File: src/rtl/cic_axis_bridge_pkg.sv
// Shared constants and the round/shift/saturate helper for the CIC-to-AXIS bridge.
// Defaults here seed the top-level parameters.
package cic_axis_bridge_pkg;

  localparam int INPUT_WIDTH_DEF = 32;
  localparam int TDATA_WIDTH_DEF = 16;
  localparam int SHIFT_DEF       = 8;
  localparam int DEPTH_DEF       = 8;
  localparam int FRAME_LEN_DEF   = 256;
  localparam int ADDR_W          = $clog2(DEPTH_DEF);
  localparam int OVF_CNT_W       = 16;

  // Round half toward +inf, arithmetic shift, clamp to a signed out_w-bit range.
  // Works in 64 bits, so it covers any INPUT_WIDTH up to 62.
  function automatic logic signed [63:0] sat_round(input logic signed [63:0] value,
                                                   input int shift,
                                                   input int out_w);
    logic signed [63:0] r;
    logic signed [63:0] max_v;
    logic signed [63:0] min_v;
    r = value;
    if (shift > 0) r = r + (64'sd1 <<< (shift - 1));
    r     = r >>> shift;
    max_v = (64'sd1 <<< (out_w - 1)) - 64'sd1;
    min_v = -(64'sd1 <<< (out_w - 1));
    if (r > max_v)      return max_v;
    else if (r < min_v) return min_v;
    else                return r;
  endfunction

endpackage

File: src/rtl/cic_axis_bridge_fifo.sv
// First-word-fall-through FIFO with wrap-bit pointers.
// rdata reads 0 while empty so the bus is quiet when nothing is queued.
module cic_axis_bridge_fifo #(
  parameter int WIDTH = 16,
  parameter int DEPTH = 8
) (
  input  logic                     clk,
  input  logic                     rst,
  input  logic                     push,
  input  logic                     pop,
  input  logic [WIDTH-1:0]         wdata,
  output logic [WIDTH-1:0]         rdata,
  output logic                     full,
  output logic                     empty,
  output logic [$clog2(DEPTH):0]   level
);

  localparam int AW = $clog2(DEPTH);

  logic [WIDTH-1:0] mem [DEPTH];
  logic [AW:0]      wr_ptr;
  logic [AW:0]      rd_ptr;
  logic             do_pop;
  logic             do_push;

  assign empty   = (wr_ptr == rd_ptr);
  assign full    = (wr_ptr[AW] != rd_ptr[AW]) && (wr_ptr[AW-1:0] == rd_ptr[AW-1:0]);
  assign level   = wr_ptr - rd_ptr;
  assign do_pop  = pop & ~empty;
  assign do_push = push & (~full | do_pop);
  assign rdata   = empty ? '0 : mem[rd_ptr[AW-1:0]];

  // NOTE: storage has no reset; emptiness is defined by the pointers alone,
  // which keeps the array a plain RAM and avoids a reset fan-out to every bit.
  always_ff @(posedge clk) begin
    if (do_push) mem[wr_ptr[AW-1:0]] <= wdata;
  end

  // NOTE: all clocked state uses non-blocking assignments so every register
  // sees pre-edge values regardless of block evaluation order.
  always_ff @(posedge clk or posedge rst) begin
    if (rst) begin
      wr_ptr <= '0;
      rd_ptr <= '0;
    end else begin
      if (do_push) wr_ptr <= wr_ptr + 1'b1;
      if (do_pop)  rd_ptr <= rd_ptr + 1'b1;
    end
  end

endmodule

File: src/rtl/cic_axis_bridge.sv
// Rescales CIC decimator samples (round/shift/saturate) and streams them out over AXI4-Stream.
// Optional macro CIC_AXIS_BRIDGE_TLAST_EN adds m_axis_tlast with a per-frame marker.
module cic_axis_bridge
  import cic_axis_bridge_pkg::*;
#(
  parameter int INPUT_WIDTH = INPUT_WIDTH_DEF,
  parameter int TDATA_WIDTH = TDATA_WIDTH_DEF,
  parameter int SHIFT       = SHIFT_DEF,
  parameter int DEPTH       = DEPTH_DEF
`ifdef CIC_AXIS_BRIDGE_TLAST_EN
  , parameter int FRAME_LEN = FRAME_LEN_DEF
`endif
) (
  input  logic                     clk,
  input  logic                     rst,
  input  logic [INPUT_WIDTH-1:0]   inF,
  input  logic                     d_clk,
  input  logic                     enable,
  input  logic                     clear_ovf,
  output logic [TDATA_WIDTH-1:0]   m_axis_tdata,
  output logic                     m_axis_tvalid,
  input  logic                     m_axis_tready,
  output logic [$clog2(DEPTH):0]   fill_level,
  output logic                     ovf_sticky,
  output logic [OVF_CNT_W-1:0]     ovf_count
`ifdef CIC_AXIS_BRIDGE_TLAST_EN
  , output logic                   m_axis_tlast
`endif
);

`ifdef CIC_AXIS_BRIDGE_TLAST_EN
  localparam int FIFO_W = TDATA_WIDTH + 1;
  localparam int FC_W   = (FRAME_LEN > 1) ? $clog2(FRAME_LEN) : 1;
`else
  localparam int FIFO_W = TDATA_WIDTH;
`endif

  logic                   d_clk_q;
  logic                   strobe;
  logic                   s1_valid;
  logic [TDATA_WIDTH-1:0] s1_data;
  logic signed [63:0]     in_ext;
  logic                   pop;
  logic                   push;
  logic                   drop;
  logic                   full;
  logic                   empty;
  logic [FIFO_W-1:0]      wdata;
  logic [FIFO_W-1:0]      rdata;

  assign strobe = d_clk & ~d_clk_q & enable;
  assign in_ext = 64'(signed'(inF));

  always_ff @(posedge clk or posedge rst) begin
    if (rst) begin
      d_clk_q  <= 1'b0;
      s1_valid <= 1'b0;
      s1_data  <= '0;
    end else begin
      d_clk_q  <= d_clk;
      s1_valid <= strobe;
      if (strobe) s1_data <= TDATA_WIDTH'(sat_round(in_ext, SHIFT, TDATA_WIDTH));
    end
  end

  // A pop in the same cycle frees the slot, so a full FIFO still takes the write.
  assign pop  = m_axis_tvalid & m_axis_tready;
  assign push = s1_valid & (~full | pop);
  assign drop = s1_valid & full & ~pop;

  always_ff @(posedge clk or posedge rst) begin
    if (rst) begin
      ovf_sticky <= 1'b0;
      ovf_count  <= '0;
    end else if (clear_ovf) begin
      ovf_sticky <= 1'b0;
      ovf_count  <= '0;
    end else if (drop) begin
      ovf_sticky <= 1'b1;
      if (ovf_count != '1) ovf_count <= ovf_count + 1'b1;
    end
  end

`ifdef CIC_AXIS_BRIDGE_TLAST_EN
  logic [FC_W-1:0] frame_cnt;
  logic            frame_end;

  assign frame_end = (frame_cnt == FC_W'(FRAME_LEN - 1));
  assign wdata     = {frame_end, s1_data};

  // Only accepted samples advance the frame position.
  always_ff @(posedge clk or posedge rst) begin
    if (rst)       frame_cnt <= '0;
    else if (push) frame_cnt <= frame_end ? '0 : frame_cnt + 1'b1;
  end

  assign m_axis_tlast = rdata[TDATA_WIDTH];
`else
  assign wdata = s1_data;
`endif

  cic_axis_bridge_fifo #(
    .WIDTH (FIFO_W),
    .DEPTH (DEPTH)
  ) u_fifo (
    .clk   (clk),
    .rst   (rst),
    .push  (push),
    .pop   (pop),
    .wdata (wdata),
    .rdata (rdata),
    .full  (full),
    .empty (empty),
    .level (fill_level)
  );

  assign m_axis_tdata  = rdata[TDATA_WIDTH-1:0];
  assign m_axis_tvalid = ~empty;

endmodule

File: config.mk
export PLATFORM = sky130hd
export DESIGN_NAME = cic_axis_bridge
export DESIGN_NICKNAME = d
export VERILOG_FILES = /design/src/rtl/cic_axis_bridge_pkg.sv /design/src/rtl/cic_axis_bridge_fifo.sv /design/src/rtl/cic_axis_bridge.sv
export SDC_FILE = /design/constraint.sdc
export NUM_CORES = 1
export LEC_CHECK = 0
export CAP_MARGIN = 25
export CELL_PAD_IN_SITES_DETAIL_PLACEMENT = 0
export CELL_PAD_IN_SITES_GLOBAL_PLACEMENT = 1
export CORE_AREA = 3 3 145 161
export CTS_BUF_LIST = sky130_fd_sc_hd__clkbuf_4
export DETAILED_ROUTE_END_ITERATION = 10
export DIE_AREA = 0 0 148 164
export GPL_ROUTABILITY_DRIVEN = 0
export PLACE_DENSITY = 0.71
export SYNTH_ARGS = -nofsm -noshare
export SYNTH_HDL_FRONTEND = slang
export SYNTH_HIERARCHICAL = 1
export SYNTH_SLANG_ARGS = --single-unit
File: constraint.sdc
create_clock -name clk -period 6.4 [get_ports clk]
set_clock_uncertainty 0.15 [all_clocks]
set_input_delay 1.28 -clock clk [delete_from_list [all_inputs] [get_ports clk]]
set_output_delay 1.28 -clock clk [all_outputs]
set_load 0.02 [all_outputs]
# After elaboration in Yosys (flattened, before gate mapping)
# Memory sizes are Yosys's and may differ from the RTL's.
# Index checks and enable logic that the tools add are counted.
# word_totals
ff_bits	43
latchBits	0
mem_bits_rw	128
mem_bits_ro	0
inputBits	38
out_inout_bits	38
elab_cells	48
mem_count	1
# memory_table
name	words	width	rd	rd_ports_with_merged_regs	write_ports	line	source
u_fifo.mem	8	16	1	0	1	cic_axis_bridge_fifo.sv:20	logic [WIDTH-1:0] mem [DEPTH];
# classes
addsub	5
mul	0
div_mod_pow	0
order_cmp	2
n_eq_ne	4
shifts	0
muxes	11
bitwise	14
n_reduce_logical	4
# op_table
operator	n
$mux 16	6
$mux 64	1
$gt 56x16->1 const B	1
$lt 56x16->1 const B	1
$add 32x9->33 const B	1
$add 16x1->16 const B	1
$ne 16x16->1 const B	1
$add 4x1->4 const B	2
$and 1x1->1	8
$eq 4x4->1	1
$mux 1	4
$not 1->1	4
$reduce_bool 2->1	2
$sub 4x4->4	1
$eq 3x3->1	1
$or 1x1->1	2
$reduce_and 2->1	1
$logic_and 1x1->1	1
$ne 1x1->1	1

# Logic depth before layout (Yosys ltp)
# Gate-level depths: netlist of the first run.
# depth
depth_word	8
depth_mapped	14
depth_no_buf	12

# Cells and area by module
# The synthesis of the first run kept the hierarchy.
# modules_own_cells
mod	instances	cells_per_inst	area_per_inst_um2	seq_area_each_um2
cic_axis_bridge_fifo	1	280	5441.5	4043.9
cic_axis_bridge	1	233	2130.8	875.8

# Worst setup path before layout of the first run
# Ideal clock, no wire load.
# synth_timing
path_type	reg2reg
startpoint	reg u_fifo.rd_ptr[1]
endpoint	mem u_fifo.mem[1][0], enable pin
setup_ns	0.430
arrival_ns	3.822
t_required_ns	5.820
path_slack_ns	1.998
stages_incl_launch_ff	12
n_path_buf	2
period_less_slack_ns	4.402
path_cell_list	dfrtp_1 -> buf_2 -> buf_2 -> inv_1 -> ha_1 -> nand3_1 -> nand2b_2 -> inv_1 -> nand2b_1 -> a21boi_0 -> nand2_1 -> nor4_1
# synth_between
elab_chain_cells	8
word_cells_on_any_way	13
classes_between	eq/ne: 2; mux: 2; bitwise: 8; reduce/logical: 1
# synth_lines
element	line	source
from (decl)	cic_axis_bridge_fifo.sv:22	logic [AW:0] rd_ptr;
from (signal assigned)	cic_axis_bridge_fifo.sv:47	if (do_pop) rd_ptr <= rd_ptr + 1'b1;
$eq 4x4->1	cic_axis_bridge_fifo.sv:26	assign empty = (wr_ptr == rd_ptr);
net empty	cic_axis_bridge.sv:47	logic empty;
$not 1->1	cic_axis_bridge.sv:118	assign m_axis_tvalid = ~empty;
$and 1x1->1	cic_axis_bridge.sv:67	assign pop = m_axis_tvalid & m_axis_tready;
$or 1x1->1	cic_axis_bridge.sv:68	assign push = s1_valid & (~full | pop);
$and 1x1->1	cic_axis_bridge.sv:68	
net push	cic_axis_bridge.sv:44	logic push;
$and 1x1->1	cic_axis_bridge_fifo.sv:30	assign do_push = push & (~full | do_pop);
$mux 1	cic_axis_bridge_fifo.sv:36	if (do_push) mem[wr_ptr[AW-1:0]] <= wdata;
$mux 1 (implied by the code)	cic_axis_bridge_fifo.sv:36	
to (decl)	cic_axis_bridge_fifo.sv:20	
# The timed path passes the listed nets, and every way through them passes these cells.

# Worst setup path after layout of the first run
# layout_timing
startpoint	reg u_fifo.wr_ptr[2]
endpoint	out m_axis_tdata[3]
# layout_between
elab_chain_cells	2
# layout_lines
element	line	source
from (decl)	cic_axis_bridge_fifo.sv:21	logic [AW:0] wr_ptr;
from (signal assigned)	cic_axis_bridge_fifo.sv:46	if (do_push) wr_ptr <= wr_ptr + 1'b1;
$eq 4x4->1	cic_axis_bridge_fifo.sv:26	
$mux 16	cic_axis_bridge_fifo.sv:31	assign rdata = empty ? '0 : mem[rd_ptr[AW-1:0]];
to (decl)	cic_axis_bridge.sv:20	output logic [TDATA_WIDTH-1:0] m_axis_tdata,
# No other way between the ends.

==> out/results.txt, run 1 <==
Post-Syn Instances -> 513
# Post-CTS Setup Buffers -> 0
PD cells -> 368 nW/um^2
Ys async rst share -> 25.1%
#FFs+latches synth -> 171
WHS Path Cells -> 2
Tot GR Track Use -> 13.2%
Max-slew violations -> 0
Crit path capture type -> output pin
Post-CTS sizing -> 0
Initial DRC count -> 358
Dpl ws -> 1.93 ns
Syn Std Cell Area -> 7570 sq um
Clk Latency, worst-skew pair -> 0.52 ns
Count of final setup violators -> 0
CTS Root Cell -> clkbuf_4
DRC viols -> 0
Die Area -> 24,300 sq um
Setup TNS -> 0 ns
CTS tree -> done
Htree depth -> 4
Commonest cells in the netlist -> edfxtp_1 (128), nor2_1 (44), dfrtp_1 (43), inv_1 (39), mux4_2 (32)
Mean Syn Cell Area -> 14.8 sq um
Detailed-route via count -> 4,401
Slowest stage cell, crit path -> clkdlybuf4s50_1
Yosys warns -> 6
CTS sink cnt -> 171
Min Clock Period, post-route -> 5.03 ns
Hold EP -> ovf_sticky
Leak -> 0.00304 uW
Top cells by area, synth -> edfxtp_1 (51%), dfrtp_1 (14%), mux4_2 (9.5%), xnor2_1 (2.2%), nor2_1 (2.2%)
Post-Syn Nets -> 559
Yosys top cell by area -> edfxtp_1
Die Width -> 148 microns
Most frequent cell after synthesis -> edfxtp_1
Crit path launch -> u_fifo/wr_ptr[2]
Worst r2r dst -> u_fifo/mem[5][13]
Reg-to-reg critical path startpoint -> u_fifo/wr_ptr[2]
Worst slew pin tran -> 1.01 ns
Final nets -> 640
IO Pins -> 76
Post-CTS Hold Fix Bufs -> 0
Hold WC Path Type -> flop to flop
Total gr overflow -> 0
Worst Path Required -> 4.97 ns
Num rows -> 57
P&R area growth vs syn -> 18.4%
Cells on worst reg2reg path -> 8
Critical-path cell list -> ha_1 -> nand3_1 -> nand2b_2 -> nand2_1 -> o22ai_1 -> clkdlybuf4s50_1
Pin count of the biggest net entering global routing -> 37
Netlist cell types -> 60
Vias in the first global route -> 4,633
Drt wl/cell -> 17.0 microns
Setup ws final -> 1.37 ns
Initial antenna violation count -> 1
RSZ-0062 raised after global routing -> false
Status -> complete, no violations
Max VDD drop -> 204 uV
HPWL Detailed -> 10,500 microns
Final Hold Viols -> 0
Core area -> 22,000 sq um
Hold Crit Start -> ovf_sticky
Crit Path Category -> flop to output pin
DRT Wirelength -> 15,400 microns
Crit Path Max Fanout -> 16
Critical Path Max Stage Delay -> 0.68 ns
CP startpoint kind -> flop
Most used DFF post-synth -> edfxtp_1
Seq/Total Area, Yosys -> 65.0%
TritonRoute pass-1 iters -> 4
Clk buf depth -> 2
Routed vias/inst -> 4.87
Fmax achieved -> 199 MHz
CP arrival -> 3.60 ns
Buffers on Ports -> 68
Number of max-cap violations -> 0
Final Core Density -> 40.8%
Tcrit/Tclk final -> 78.6%
Initial Util -> 34.5%
First-pass GRT wire length -> 24,900 microns
Total CTS buffers -> 17
Worst-path clk slew -> 0.14 ns
Share of layout cells above drive strength 1 -> 17.5%
R2R Setup Slk -> 2.43 ns
Post-route ant nets -> 0
Die Y-Extent -> 164 microns
Yosys top cell area share -> 50.8%
EDFF count, synth -> 128
Relative slew margins -> 32.5%
==> cells by family (layout without fill, tap and decap cells) <==
family	after synthesis	in the layout	synth area share [%]
buffers and inverters	64	158	3.87
muxes	37	37	10.2
other	0	1	0
DFF	171	171	65.0
AOI/OAI and AO/OA	57	57	5.57
adders and majority gates	8	8	1.42
and+or+nand+nor	142	142	9.90
xor gates and xnor gates	34	34	4.03
==> worst max path at each step <==
stage                       end  slack (ns)
2_1_floorplan  u_fifo/mem[1][0]        2.00
3_3_place_gp    m_axis_tdata[4]        1.98
3_5_place_dp    m_axis_tdata[4]        1.93
4_1_cts         m_axis_tdata[4]        1.29
5_1_grt         m_axis_tdata[3]        1.17
6_report        m_axis_tdata[3]        1.37
==> metrics by stage <==
stage | cell area (sq um) | hold slack [ns] | instances | power (uW)
5_1_grt | 8960 | 0.394 | 903 | 3490
2_1_floorplan | 7570 | 0.342 | 513 | 2250
4_1_cts | 8910 | 0.377 | 898 | 3350
3_3_place_gp | 8610 | 0.333 | 865 | 2730
6_report | 8960 | 0.370 | 903 | 3290
3_5_place_dp | 8630 | 0.346 | 866 | 2760
==> report_power, final <==
group	total [uW]	internal [uW]	switching [uW]	leakage, uW
Clock	583	182	401	0.000152
Sequential	1400	1310	96.5	0.00167
Combinational	1310	610	700	0.00122
==> final cells by class <==
type | count | area, sq um
antenna | 1 | 2.50
clock buffer | 18 | 135
clock inverter | 14 | 151
fill | 2079 | 13000
inverter | 48 | 180
multi-input combinational | 278 | 2420
sequential | 171 | 4920
tap | 295 | 369
timing repair buffer | 78 | 782
==> worst max-delay path: cells and delay by family (launching register included) <==
kind | cells | cell delay [ns]
DFF | 1 | 0.64
buffers and inverters | 1 | 0.68
AOI/OAI and AO/OA | 1 | 0.47
and+or+nand+nor | 3 | 0.94
adders and majority gates | 1 | 0.35
==> sequential cells by signal, indices dropped and copies added (netlist names) <==
register and cells:
ovf_sticky 1, ovf_count 16, s1_valid 1, u_fifo/wr_ptr 4, u_fifo/rd_ptr 4, s1_data 16, d_clk_q 1, u_fifo/mem 128
==> layer usage <==
metal / wire length (microns) / vias to the layer above / GRT usage [%]
met3: 489 / 5 / 2.43
li1: - / 2103 / -
met2: 8170 / 85 / 23.5
met4: 94 / 0 / 3.53
met5: 0 / - / 0
met1: 6630 / 2208 / 16.5
==> placed cells by master, fill, tap and decap left out, types with 4 or more instances in the layout <==
master	n
buf_4	6
mux4_2	32
nand4_1	6
o22ai_1	16
nor3_1	6
a21oi_1	8
clkinv_1	9
clkbuf_4	18
nor3_4	5
dfrtp_1	42
xnor2_1	19
and3_1	4
edfxtp_1	128
or3_1	4
ha_1	7
o32ai_1	15
nand3_1	19
inv_1	39
o21ai_0	5
nand2_1	23
nor2_1	42
clkdlybuf4s50_1	68
clkinv_4	4
xor2_1	14
Power figures use the tool's default switching activity.
==> run 2: changes to the inputs <==
--- a/config.mk
+++ b/config.mk
@@ -13,7 +13,7 @@
 export DETAILED_ROUTE_END_ITERATION = 10
 export DIE_AREA = 0 0 148 164
 export GPL_ROUTABILITY_DRIVEN = 0
-export PLACE_DENSITY = 0.71
+export PLACE_DENSITY = 0.73
 export SYNTH_ARGS = -nofsm -noshare
 export SYNTH_HDL_FRONTEND = slang
 export SYNTH_HIERARCHICAL = 1
==> constraint.sdc (replaced) <==
create_clock -name clk -period 4.2 [get_ports clk]
set_clock_uncertainty 0.15 [all_clocks]
set_input_delay 0.84 -clock clk [delete_from_list [all_inputs] [get_ports clk]]
set_output_delay 0.84 -clock clk [all_outputs]
set_load 0.02 [all_outputs]
==> run 2 against run 1 <==
Net effect:
- combinational power increased by 50%
- core utilization rose by 0.22 points
- clock power increased by 82%
- via count increased by 0.57%
- die area unchanged
- final cell count up 0.55%
- first-iteration DRC count shrank 21%
- total power up 56%
- clock-buffer cell count decreased by 1
- largest power group unchanged
- highest routed layer unchanged
==> out/results.txt, run 2 (synthesized netlist as in run 1, its figures left out) <==
Status -> complete, no violations
Critical path buffers and inverters -> 2
Drt wl/cell -> 17.0 microns
Num rows -> 57
Worst slew pin tran -> 0.966 ns
Multi-input gate area -> 2400 sq um
Hold EP -> ovf_sticky
Reg-to-reg critical path startpoint -> u_fifo/rd_ptr[2]
Max-slew violations -> 0
Total gr overflow -> 0
Delay-heaviest family, CP -> buffers and inverters
Fmax achieved -> 246 MHz
Number of max-cap violations -> 0
First-pass GRT wire length -> 24,900 microns
# Post-CTS Setup Buffers -> 0
WHS Path Cells -> 2
TritonRoute pass-1 iters -> 4
Critical-path cell list -> inv_1 -> ha_1 -> nand3_1 -> nand2b_2 -> nand2_4 -> o22ai_1 -> clkdlybuf4s50_1
Setup ws final -> 0.139 ns
Fillers -> 2,066
Initial antenna violation count -> 1
Routed vias/inst -> 4.87
Crit Path Max Fanout -> 16
Tcrit/Tclk final -> 96.7%
Seq. cell area -> 4920 sq um
PD cells -> 572 nW/um^2
Max VDD drop -> 255 uV
CTS tree -> done
CTS Root Cell -> clkbuf_4
Most frequent cells in the layout -> edfxtp_1 (128), clkdlybuf4s50_1 (59), nor2_1 (44)
Leak -> 0.00314 uW
HPWL Detailed -> 10,600 microns
Vias in the first global route -> 4,671
Clk buf depth -> 2
Critical Path Max Stage Delay -> 0.66 ns
Worst Path Required -> 3.21 ns
Worst r2r dst -> u_fifo/mem[5][0]
Max reg flops -> 128
Core area -> 22,000 sq um
Hold Crit Start -> ovf_sticky
Final nets -> 645
Buffers on Ports -> 68
DRT Wirelength -> 15,400 microns
Pin count of the biggest net entering global routing -> 37
Worst-path clk slew -> 0.13 ns
DRC viols -> 0
Final Core Density -> 41.0%
Die Y-Extent -> 164 microns
IO Pins -> 76
RSZ-0062 raised after global routing -> true
Hold Slack -> 0.363 ns
Dpl ws -> 0.402 ns
Post-route ant nets -> 0
Slowest stage cell, crit path -> clkdlybuf4s50_1
Crit path capture type -> output pin
Htree depth -> 4
Min Clock Period, post-route -> 4.06 ns
P&R area growth vs syn -> 19.0%
Cells on worst reg2reg path -> 10
Final Hold Viols -> 0
CP startpoint kind -> flop
Share of layout cells above drive strength 1 -> 18.0%
Detailed-route via count -> 4,426
Hold WC Path Type -> flop to flop
Die Area -> 24,300 sq um
Clk Latency, worst-skew pair -> 0.53 ns
Tot GR Track Use -> 13.2%
Die Width -> 148 microns
Relative slew margins -> 35.2%
CP arrival -> 3.07 ns
Total CTS buffers -> 17
CTS sink cnt -> 171
Initial DRC count -> 282
Most common cell after layout, fill and taps aside -> edfxtp_1
R2R Setup Slk -> 0.61 ns
Initial Util -> 34.5%
Count of final setup violators -> 0
Crit Path Category -> flop to output pin
[run 2: changes by cell type in the layout (fill, tap and decap cells not counted), moves of 3 or more]
cell / before / now
buf_4: 6 / 15
clkdlybuf4s50_1: 68 / 59
dlygate4sd2_1: 0 / 5
bufinv_16: 0 / 4
dlymetal6s2s_1: 0 / 4
nor3_2: 0 / 4
nor3_4: 5 / 1
buf_8: 3 / 0
clkinv_4: 4 / 1
clkinv_8: 3 / 0
[run 2: how the worst max path moves through the flow]
stage                startpoint          endpoint  slack [ns]  cells after the start
2_1_floorplan  u_fifo/rd_ptr[1]  u_fifo/mem[5][0]        0.18                     11
3_3_place_gp   u_fifo/wr_ptr[0]   m_axis_tdata[0]        0.42                      8
3_5_place_dp   u_fifo/wr_ptr[0]   m_axis_tdata[0]        0.40                      8
4_1_cts        u_fifo/wr_ptr[2]   m_axis_tdata[7]        0.06                      7
5_1_grt        u_fifo/rd_ptr[2]  m_axis_tdata[11]      -0.005                      7
6_report       u_fifo/rd_ptr[2]  m_axis_tdata[11]        0.14                      7
[run 2: layout make-up]
cell class | count | share of cell area [%]
diodes | 1 | 0.0278
clock buffers | 17 | 1.42
clock inverters | 15 | 2.30
inverters | 48 | 2.00
multi-input cells | 278 | 26.7
flip-flops and latches | 171 | 54.6
well taps | 295 | 4.10
repair buffers | 83 | 8.84
[run 2: what timing repair did]
item                                    4_1_cts  5_1_grt
hold buffers                                  0        0
endpoints found under the hold margin         0        0
resized for setup                             8        5
cloned                                        0        0
endpoints found under the setup margin       13        6
[run 2: worst min-delay path: stages, from the launching register on]
cell     delay, ns
dfrtp_1       0.36
nor2_1        0.05
nor2_1        0.07
[run 2: report_power, final]
part / switching, uW / internal [uW] / leakage (uW)
registers: 141 / 1990 / 0.00167
logic: 1060 / 902 / 0.00129
clock network: 573 / 485 / 0.000179
[run 2: metrics by stage]
stage	power [uW]	setup TNS [ns]	cells	area (sq um)
5_1_grt	5460	-0.00532	908	9010
3_5_place_dp	4200	0	875	8660
2_1_floorplan	3440	0	513	7580
3_3_place_gp	4170	0	875	8660
6_report	5150	0	908	9010
4_1_cts	5240	0	907	8990
[run 2: routing by layer]
metal | global-route usage [%] | part of all wire, % | vias up
li1 | - | - | 2110
met2 | 23.1 | 52 | 109
met5 | 0 | 0 | -
met3 | 2.40 | 4.5 | 19
met1 | 16.6 | 42 | 2188
met4 | 4.45 | 1.5 | 0
==> run 3: changes to the inputs <==
--- a/config.mk
+++ b/config.mk
@@ -14,6 +14,7 @@
 export DIE_AREA = 0 0 148 164
 export GPL_ROUTABILITY_DRIVEN = 0
 export PLACE_DENSITY = 0.73
+export RECOVER_POWER = 50
 export SYNTH_ARGS = -nofsm -noshare
 export SYNTH_HDL_FRONTEND = slang
 export SYNTH_HIERARCHICAL = 1
==> run 3 against run 2 <==
Net effect:
- the run now ends with max-capacitance violations, max-slew violations left
- first-iteration DRC count is 0.35% lower
- clock-buffer cell count stayed put
- total power hardly changed
==> out/results.txt, run 3 (synthesized netlist as in run 1, its figures left out) <==
Status -> complete, but fails checks
Failing checks -> max-capacitance violations, max-slew violations
TritonRoute pass-1 iters -> 4
# Post-CTS Setup Buffers -> 0
Max reg flops -> 128
Clock power frac -> 20.6%
Core area -> 22,000 sq um
Leak -> 0.00313 uW
Initial antenna violation count -> 1
R2R Setup Slk -> 0.61 ns
Tcrit/Tclk final -> 96.7%
Seq. cell area -> 4920 sq um
Htree depth -> 4
Pin count of the biggest net entering global routing -> 37
Initial Util -> 34.5%
Sequential share of power -> 41.4%
Met2 wire length -> 7950 microns
PD cells -> 572 nW/um^2
Vias in the first global route -> 4,671
WL met1 -> 6540 microns
Slowest stage cell, crit path -> clkdlybuf4s50_1
Min Clock Period, post-route -> 4.06 ns
IO Pins -> 76
Routed vias/inst -> 4.89
Crit Path Category -> flop to output pin
Most frequent cells in the layout -> edfxtp_1 (128), clkdlybuf4s50_1 (57), nor2_1 (44)
CTS Root Cell -> clkbuf_4
Hold WC Path Type -> flop to flop
Crit path capture type -> output pin
Clk Latency, worst-skew pair -> 0.53 ns
Placed cell areas -> 8660 sq um
RSZ-0062 raised after global routing -> true
Total gr overflow -> 0
Final instance area -> 9010 sq um
CP arrival -> 3.07 ns
Final nets -> 645
Buffers on Ports -> 68
Switching share of power -> 34.5%
Number of max-cap violations -> 1
Critical-path cell list -> inv_1 -> ha_1 -> nand3_1 -> nand2b_2 -> nand2_4 -> o22ai_1 -> clkdlybuf4s50_1
DR top layer -> met4
Total CTS buffers -> 17
Max VDD drop -> 256 uV
Worst-path clk slew -> 0.13 ns
Drt wl/cell -> 17.0 microns
Placed Cells -> 875
CP startpoint kind -> flop
CTS tree -> done
Met3 wire length -> 695 microns
Final Core Density -> 41.0%
Int Pwr -> 3380 uW
Post-route ant nets -> 0
Max-slew violations -> 36
Critical path buffers and inverters -> 2
Combinational share of power -> 38.1%
Multi-input gate area -> 2400 sq um
Fmax achieved -> 246 MHz
Setup ws final -> 0.137 ns
Num rows -> 57
Tot GR Track Use -> 13.2%
P_sw -> 1780 uW
Die Y-Extent -> 164 microns
P&R area growth vs syn -> 19.0%
Count of final setup violators -> 0
Detailed-route via count -> 4,440
Relative slew margins -> -27.3%
Die Area -> 24,300 sq um
DRT Wirelength -> 15,400 microns
Final Hold Viols -> 0
Critical Path Max Stage Delay -> 0.66 ns
Crit Path Max Fanout -> 16
Worst slew pin tran -> 1.91 ns
HPWL Detailed -> 10,600 microns
Dpl ws -> 0.402 ns
Delay-heaviest family, CP -> buffers and inverters
Most common cell after layout, fill and taps aside -> edfxtp_1
Share of layout cells above drive strength 1 -> 17.6%
Clk buf depth -> 2
DRC viols -> 0
CTS sink cnt -> 171
Die Width -> 148 microns
Fillers -> 2,068
Initial DRC count -> 281
Final Non-Filler Cells -> 908
Worst Path Required -> 3.21 ns
First-pass GRT wire length -> 24,900 microns
run 3: cell types whose count changed in the layout (fill, tap and decap cells not counted):
cell             before  now
or2_2                 2    1
clkdlybuf4s50_1      59   57
dlygate4sd3_1         0    2
buf_4                15   14
or2_0                 0    1
clkbuf_1              0    1
run 3: final timing paths:
| kind | startpoint | end | cells after the start |
|---|---|---|---|
| worst max-delay path | u_fifo/rd_ptr[2] | m_axis_tdata[11] | 7 |
| worst min-delay path | ovf_sticky | ovf_sticky | 2 |
| worst max register to register | u_fifo/rd_ptr[2] | u_fifo/mem[5][0] | 10 |
| worst min register to register | ovf_sticky | ovf_sticky | 2 |
| max in group asynchronous | rst | s1_data[4] | 3 |
| min in group asynchronous | rst | u_fifo/wr_ptr[1] | 2 |
run 3: through the flow:
step / power (uW) / hold WS, ns / setup TNS (ns)
finish: 5150 / 0.362 / 0
global route: 5460 / 0.387 / -0.00532
CTS: 5240 / 0.372 / 0
detailed placement: 4200 / 0.343 / 0
global placement: 4170 / 0.334 / 0
floorplan: 3440 / 0.342 / 0
run 3: area by class of cell:
type	instances	area share, %
well taps	295	4.10
multi-input cells	278	26.7
inverters	48	2.00
diodes	1	0.0278
repair buffers	83	8.81
flip-flops and latches	171	54.6
clock buffers	17	1.42
clock inverters	15	2.31
run 3: worst min-delay path, cell delays in order (launching register included):
cell	delay, ns
dfrtp_1	0.36
nor2_1	0.05
nor2_1	0.07
run 3: power groups by stage:
stage	registers [uW]	clock network (uW)	logic (uW)
global route	2150	1160	2140
floorplan	2120	0	1320
finish	2130	1060	1960
detailed placement	2170	0	2040
global placement	2150	0	2020
CTS	2130	1090	2010
run 3: per-layer routing:
layer / vias up / GRT usage, %
li1: 2112 / -
met4: 0 / 4.45
met5: - / 0
met1: 2201 / 16.6
met2: 107 / 23.1
met3: 20 / 2.40
run 3: timing repair:
action                                  CTS  global route
gates cloned                              0             0
resized for setup                         8             5
endpoints found under the setup margin   13             6
hold buffers                              0             0
==> RTL change 1, RTL diff (flow settings as in run 3) <==
Add a define of `CIC_AXIS_BRIDGE_TLAST_EN`.
--- a/src/rtl/cic_axis_bridge.sv
+++ b/src/rtl/cic_axis_bridge.sv
@@ -1,5 +1,7 @@
 // Rescales CIC decimator samples (round/shift/saturate) and streams them out over AXI4-Stream.
 // Optional macro CIC_AXIS_BRIDGE_TLAST_EN adds m_axis_tlast with a per-frame marker.
+`define CIC_AXIS_BRIDGE_TLAST_EN
+
 module cic_axis_bridge
   import cic_axis_bridge_pkg::*;
 #(
Function (old outputs only; new: m_axis_tlast): kept (equiv_simple and equiv_induct, registers matched by name and starting in step).
==> RTL change 1 against run 3 <==
- the run still ends with capacitance limit, slew limit left
- sequential cell count grew 16
- global-route usage grew 1.1 points
- synthesized area grew 12%
- power grew 5.1%
- first-iteration DRC count grew 11%
- non-clock buffer count shrank 1
- worst setup slack gained 93 ps
- worst hold slack lost 33 ps
- final area grew 8.9%
- synthesized cell count grew 17%
- wire length grew 8.2%
==> RTL change 1: results (changes against run 3) <==
Worst setup path
  – Arrival time of the worst setup path: 2980 ps (-90 ps)
  – First element of the critical path: u_fifo/wr_ptr[2]$_DFFE_PP0P_
  – Maximum fanout along the worst path: 17 (+1)
  – Maximum single-stage delay on the critical path: 630 ps (-30 ps)
  – Register-to-register setup slack: 870 ps (+260 ps)

STA
  – Hold Worst Slack: 329 ps (-33.2 ps)
  – Peak Freq: 0.252 GHz (+2.3%)
  – Worst slew margin: -50.3% (-23 points)
  – Pins over their slew limit: 44 (+22%)

Synthesis
  – Async set or reset register ratio after synthesis: 27.3% (+2.1 points)
  – Avg Synthesized Cell Area: 14.1 um2 (-4.3%)
  – Cell types occupying the most area after synthesis: sky130_fd_sc_hd__edfxtp_1 48%, sky130_fd_sc_hd__dfrtp_1 15%, sky130_fd_sc_hd__mux4_2 9.0%
  – Register area share after synthesis: 63.1% (-1.9 points)
  – Top cells by instance count after synthesis: 136 x sky130_fd_sc_hd__edfxtp_1, 52 x sky130_fd_sc_hd__inv_1, 51 x sky130_fd_sc_hd__dfrtp_1, 50 x sky130_fd_sc_hd__nor2_1, 34 x sky130_fd_sc_hd__mux4_2
  – Net Count, Synth: 648 (+16%)
  – Number of library cell types mapped by synthesis: 63 (+5.0%)

Min path
  – Critical hold path startpoint: frame_cnt[6]$_DFFE_PP0P_

Layout
  – Final standard cell count with taps included and fillers excluded: 987 (+8.7%)
  – Fillcell total: 2071 (+0.15%)
  – Final Net Count: 725 (+12%)
  – Largest register FFs: 136 (+6.3%)
  – Fraction of final layout cells sized beyond drive strength 1: 15.5% (-2.2 points)

Clock network
  – Number of gates resized after cts: 7 (-1)
  – Worst-skew pair later-pin latency: 580 ps (+50 ps)

GRT
  – Vias in the first global route: 5207 (+11%)
  – Wire length of the first global-routing pass: 27000 um (+8.6%)
  – Largest net degree at the start of global routing: 44 (+19%)
  – GRT Util Overall: 14.3% (+1.1 points)

Route
  – DRC marker count from the first detailed-route iteration: 313 (+11%)
  – Per-cell via count in the routed design: 5.15 (+5.3%)
  – Post-detailed-route wirelength per cell: 16.9 um (-0.46%)

Run status
  – Violated checks: capacitance limit, slew limit
  – Result of the run: finished, violations left

Run
  – Max-cap violation count: 1 (unchanged)

Pwr
  – Highest ir drop seen on vdd: 0.000265 V (+3.7%)
  – Static power due to leakage: 3.49 nW (+11%)

Placed design
  – Count of buffers inserted at the top-level ports: 69 (+1.5%)
  – Number of instances in the placed design: 954 (+9.0%)
RTL change 1: cell types whose count changed in the layout (fill, tap and decap cells not counted), moves of 8 or more:
cell                                   run 3  this run
sky130_fd_sc_hd__edfxtp_1                128       136
sky130_fd_sc_hd__o211ai_1                  0         9
sky130_fd_sc_hd__inv_1                    39        51
sky130_fd_sc_hd__a21oi_1                   8        19
sky130_fd_sc_hd__dlygate4sd3_1             2        10
sky130_fd_sc_hd__clkinv_1                 10         2
sky130_fd_sc_hd__o32ai_1                  15         0
RTL change 1: final timing paths:
check	end	cells after the start
max	m_axis_tdata[8]	6
min	frame_cnt[6]$_DFFE_PP0P_	1
max reg2reg	u_fifo/mem[7][1]$_DFFE_PP_	11
min reg2reg	frame_cnt[6]$_DFFE_PP0P_	1
max in group asynchronous	s1_data[7]$_DFFE_PP0P_	3
min in group asynchronous	u_fifo/rd_ptr[1]$_DFFE_PP0P_	2
RTL change 1: cell type report:
class / count / area (um2) / share of cell area [%]
antenna: 1 / 2.50 / 0.0255
clock buffer: 17 / 128 / 1.30
clock inverter: 15 / 188 / 1.91
inverter: 53 / 199 / 2.03
multi-input combinational: 337 / 2780 / 28.3
sequential: 187 / 5360 / 54.7
tap: 295 / 369 / 3.76
timing repair buffer: 82 / 785 / 8.00
RTL change 1: metal layers:
metal,global-route usage (%),vias to the layer above,part of all wire [%]
met5,0,-,0
met4,5.04,0,1.8
met3,3.01,26,3.8
met2,25.6,100,52
met1,17.2,2538,43
li1,-,2419,-
RTL change 1: logic make-up (layout without fill, tap and decap cells):
logic type	Yosys count	in the layout	synth area share, %
other cells	0	1	0
flops	187	187	63.1
fa+ha+maj	9	9	1.41
compound gates	82	82	6.85
buf+inv	77	167	4.70
mux	41	41	9.89
xor+xnor	35	35	3.70
simple gates	170	170	10.3
RTL change 1: where the power goes:
part	switching (mW)	internal (mW)	leakage (nW)
sequential	0.164	2.19	1.84
clock	0.688	0.288	0.164
combinational	1.12	0.967	1.48
total	1.97	3.44	3.49
==> RTL change 2, RTL diff (flow settings as in run 3) <==
Without the edit above. Put one more register stage on the output `ovf_sticky`, with the module's reset. The value now appears one clock later. The other outputs are not delayed to match.
--- a/src/rtl/cic_axis_bridge.sv
+++ b/src/rtl/cic_axis_bridge.sv
@@ -27,6 +27,8 @@
   , output logic                   m_axis_tlast
 `endif
 );
+
+  logic ovf_sticky_s0;
 
 `ifdef CIC_AXIS_BRIDGE_TLAST_EN
   localparam int FIFO_W = TDATA_WIDTH + 1;
@@ -70,13 +72,13 @@
 
   always_ff @(posedge clk or posedge rst) begin
     if (rst) begin
-      ovf_sticky <= 1'b0;
+      ovf_sticky_s0 <= 1'b0;
       ovf_count  <= '0;
     end else if (clear_ovf) begin
-      ovf_sticky <= 1'b0;
+      ovf_sticky_s0 <= 1'b0;
       ovf_count  <= '0;
     end else if (drop) begin
-      ovf_sticky <= 1'b1;
+      ovf_sticky_s0 <= 1'b1;
       if (ovf_count != '1) ovf_count <= ovf_count + 1'b1;
     end
   end
@@ -117,5 +119,13 @@
   assign m_axis_tdata  = rdata[TDATA_WIDTH-1:0];
   assign m_axis_tvalid = ~empty;
 
+  always_ff @(posedge clk or posedge rst) begin
+    if (rst) begin
+      ovf_sticky <= '0;
+    end else begin
+      ovf_sticky <= ovf_sticky_s0;
+    end
+  end
+
 endmodule
 
Formal check against the unedited RTL: no difference found for any inputs over 10 cycles, from zero or initial values and one cycle with rst high; that may be too few to reach the edited logic, so the function may still have changed.
==> RTL change 2 against run 3 <==
- the run still ends with capacitance limit, slew limit left
- cell count increased by 0.77%
- final area increased by 0.86%
- synthesized area increased by 1.6%
- sequential cell count increased by 1
- wire length decreased by 1.2%
- worst setup slack improved by 110 ps
- first-iteration DRC count increased by 4.3%
- register-to-register slack improved by 50 ps
- power decreased by 2.2%
- largest power group unchanged
- highest routed layer unchanged
==> RTL change 2: results (changes against run 3) <==
Worst setup path
  – Register-to-register setup slack: 660 ps (+50 ps)
  – Arrival time of the worst setup path: 2960 ps (-110 ps)
  – Cells on worst reg2reg path: 10 (unchanged)
  – Maximum fanout along the worst path: 16 (unchanged)
  – Reg-to-reg endpoint: u_fifo/mem[6][6]$_DFFE_PP_

GRT
  – Initial antenna violation count: 1 (unchanged)
  – Largest net degree at the start of global routing: 37 (unchanged)
  – GRT Util Overall: 13.1% (-0.14 points)
  – Wire length of the first global-routing pass: 24800 um (-0.47%)
  – Vias in the first global route: 4656 (-0.32%)

Min path
  – Worst Hold Endpoint: ovf_sticky$_DFF_PP0_
  – Critical hold path startpoint: ovf_sticky_s0$_DFFE_PP0P_
  – Count of cells along the worst hold path: 0 (-2)
  – HP Class: reg -> reg

Synthesis
  – Cell types occupying the most area after synthesis: sky130_fd_sc_hd__edfxtp_1 50%, sky130_fd_sc_hd__dfrtp_1 14%, sky130_fd_sc_hd__mux4_2 9.4%
  – Net Count, Synth: 568 (+1.6%)
  – Register area share after synthesis: 64.2% (-0.72 points)
  – Number of library cell types mapped by synthesis: 61 (+1.7%)
  – Avg Synthesized Cell Area: 14.7 um2 (-0.12%)
  – Async set or reset register ratio after synthesis: 25.6% (+0.44 points)
  – Number of synthesized flops with an enable pin: 128 (unchanged)
  – Top cells by instance count after synthesis: 128 x sky130_fd_sc_hd__edfxtp_1, 45 x sky130_fd_sc_hd__inv_1, 44 x sky130_fd_sc_hd__dfrtp_1, 32 x sky130_fd_sc_hd__mux4_2, 31 x sky130_fd_sc_hd__nand2_1
  – Synthesis warning total: 6 (unchanged)

Run status
  – Result of the run: finished, violations left
  – Violated checks: capacitance limit, slew limit

Route
  – Per-cell via count in the routed design: 4.86 (-0.56%)
  – Detailed-router iteration count before antenna repair: 4 (unchanged)
  – DRC marker count from the first detailed-route iteration: 293 (+4.3%)
  – Wirelength, routed: 15200 um (-1.2%)

Clock network
  – Post-CTS clock slew at the launch and capture registers of the worst setup and hold paths: 150 ps (+20 ps)
  – Number of buffers added by the clock tree synthesis step: 17 (unchanged)
  – Number of buffers inserted by post-CTS setup repair: 0 (unchanged)
  – Number of buffers on the longest clock path: 2 (unchanged)
  – Worst-skew pair later-pin latency: 530 ps (about the same)

STA
  – Hold Worst Slack: 248 ps (-114 ps)
  – Worst slew margin: -34.4% (-7.1 points)
  – Pins over their slew limit: 37 (+2.8%)

Pwr
  – Net switching fraction of the power: 36.4% (+1.9 points)
  – Highest ir drop seen on vdd: 0.000332 V (+30%)
  – Static power due to leakage: 3.34 nW (+6.7%)

Layout
  – Area Overhead vs Synth: 18.0%
  – Fraction of final layout cells sized beyond drive strength 1: 18.7% (+1.1 points)
  – Final Net Count: 652 (+1.1%)
  – Fillcell total: 2072 (+0.19%)
  – Final standard cell count with taps included and fillers excluded: 915 (+0.77%)
  – Largest register FFs: 128 (unchanged)

Placed design
  – Post-DP HPWL: 10400 um (-2.5%)
  – Setup Slack @ Placement: 414 ps (+11.8 ps)
  – Area after DPL: 8760 um2 (+1.2%)
  – Number of instances in the placed design: 882 (+0.80%)

Run
  – Max-cap violation count: 1 (unchanged)
[RTL change 2: cell families after synthesis]
| group | synth area share [%] |
|---|---|
| buffers and inverters | 4.21 |
| muxes | 9.92 |
| xor gates and xnor gates | 4.08 |
| AOI/OAI and AO/OA | 6.58 |
| and+or+nand+nor | 9.56 |
| adders and majority gates | 1.40 |
| DFF | 64.2 |
[RTL change 2: power by group through the flow]
stage	clock network (mW)	logic, mW	registers, mW
final	0.889	1.99	2.16
after global placement	0	2.02	2.17
after detailed placement	0	2.05	2.19
after global routing	0.995	2.18	2.18
after CTS	0.929	2.06	2.16
after floorplan	0	1.33	2.14
[RTL change 2: worst max-delay path: stages, from the launching register on]
cell	delay (ps)
sky130_fd_sc_hd__dfrtp_1	460
sky130_fd_sc_hd__inv_1	130
sky130_fd_sc_hd__ha_1	340
sky130_fd_sc_hd__nand3_1	240
sky130_fd_sc_hd__nand2b_4	240
sky130_fd_sc_hd__nand2_4	180
sky130_fd_sc_hd__o22ai_1	220
sky130_fd_sc_hd__clkdlybuf4s50_1	620
[RTL change 2: final cells by class]
cell class	instances	area share (%)
antenna	1	0.0275
clock buffer	18	1.49
clock inverter	14	1.54
inverter	53	2.19
multi-input combinational	280	27.3
sequential	172	54.5
tap	295	4.06
timing repair buffer	82	8.88
[RTL change 2: metal layers]
layer	part of all wire, %	global-route usage (%)
met3	3.6	2.40
met5	0	0
met1	44	17.0
met4	1.1	3.65
met2	51	22.5
[RTL change 2: how the worst max path moves through the flow]
stage                                 end  slack (ps)  cells past startpoint
4_1_cts                   m_axis_tdata[3]          30                      7
6_report                  m_axis_tdata[7]         250                      7
5_1_grt                   m_axis_tdata[4]          50                      7
3_3_place_gp             m_axis_tdata[14]         480                      8
3_5_place_dp             m_axis_tdata[15]         410                      8
2_1_floorplan  u_fifo/mem[5][0]$_DFFE_PP_         200                     11
[RTL change 2: repair_timing]
item | CTS | global route
gates cloned | 0 | 0
endpoints found under the setup margin | 14 | 12
gates resized for setup | 8 | 12
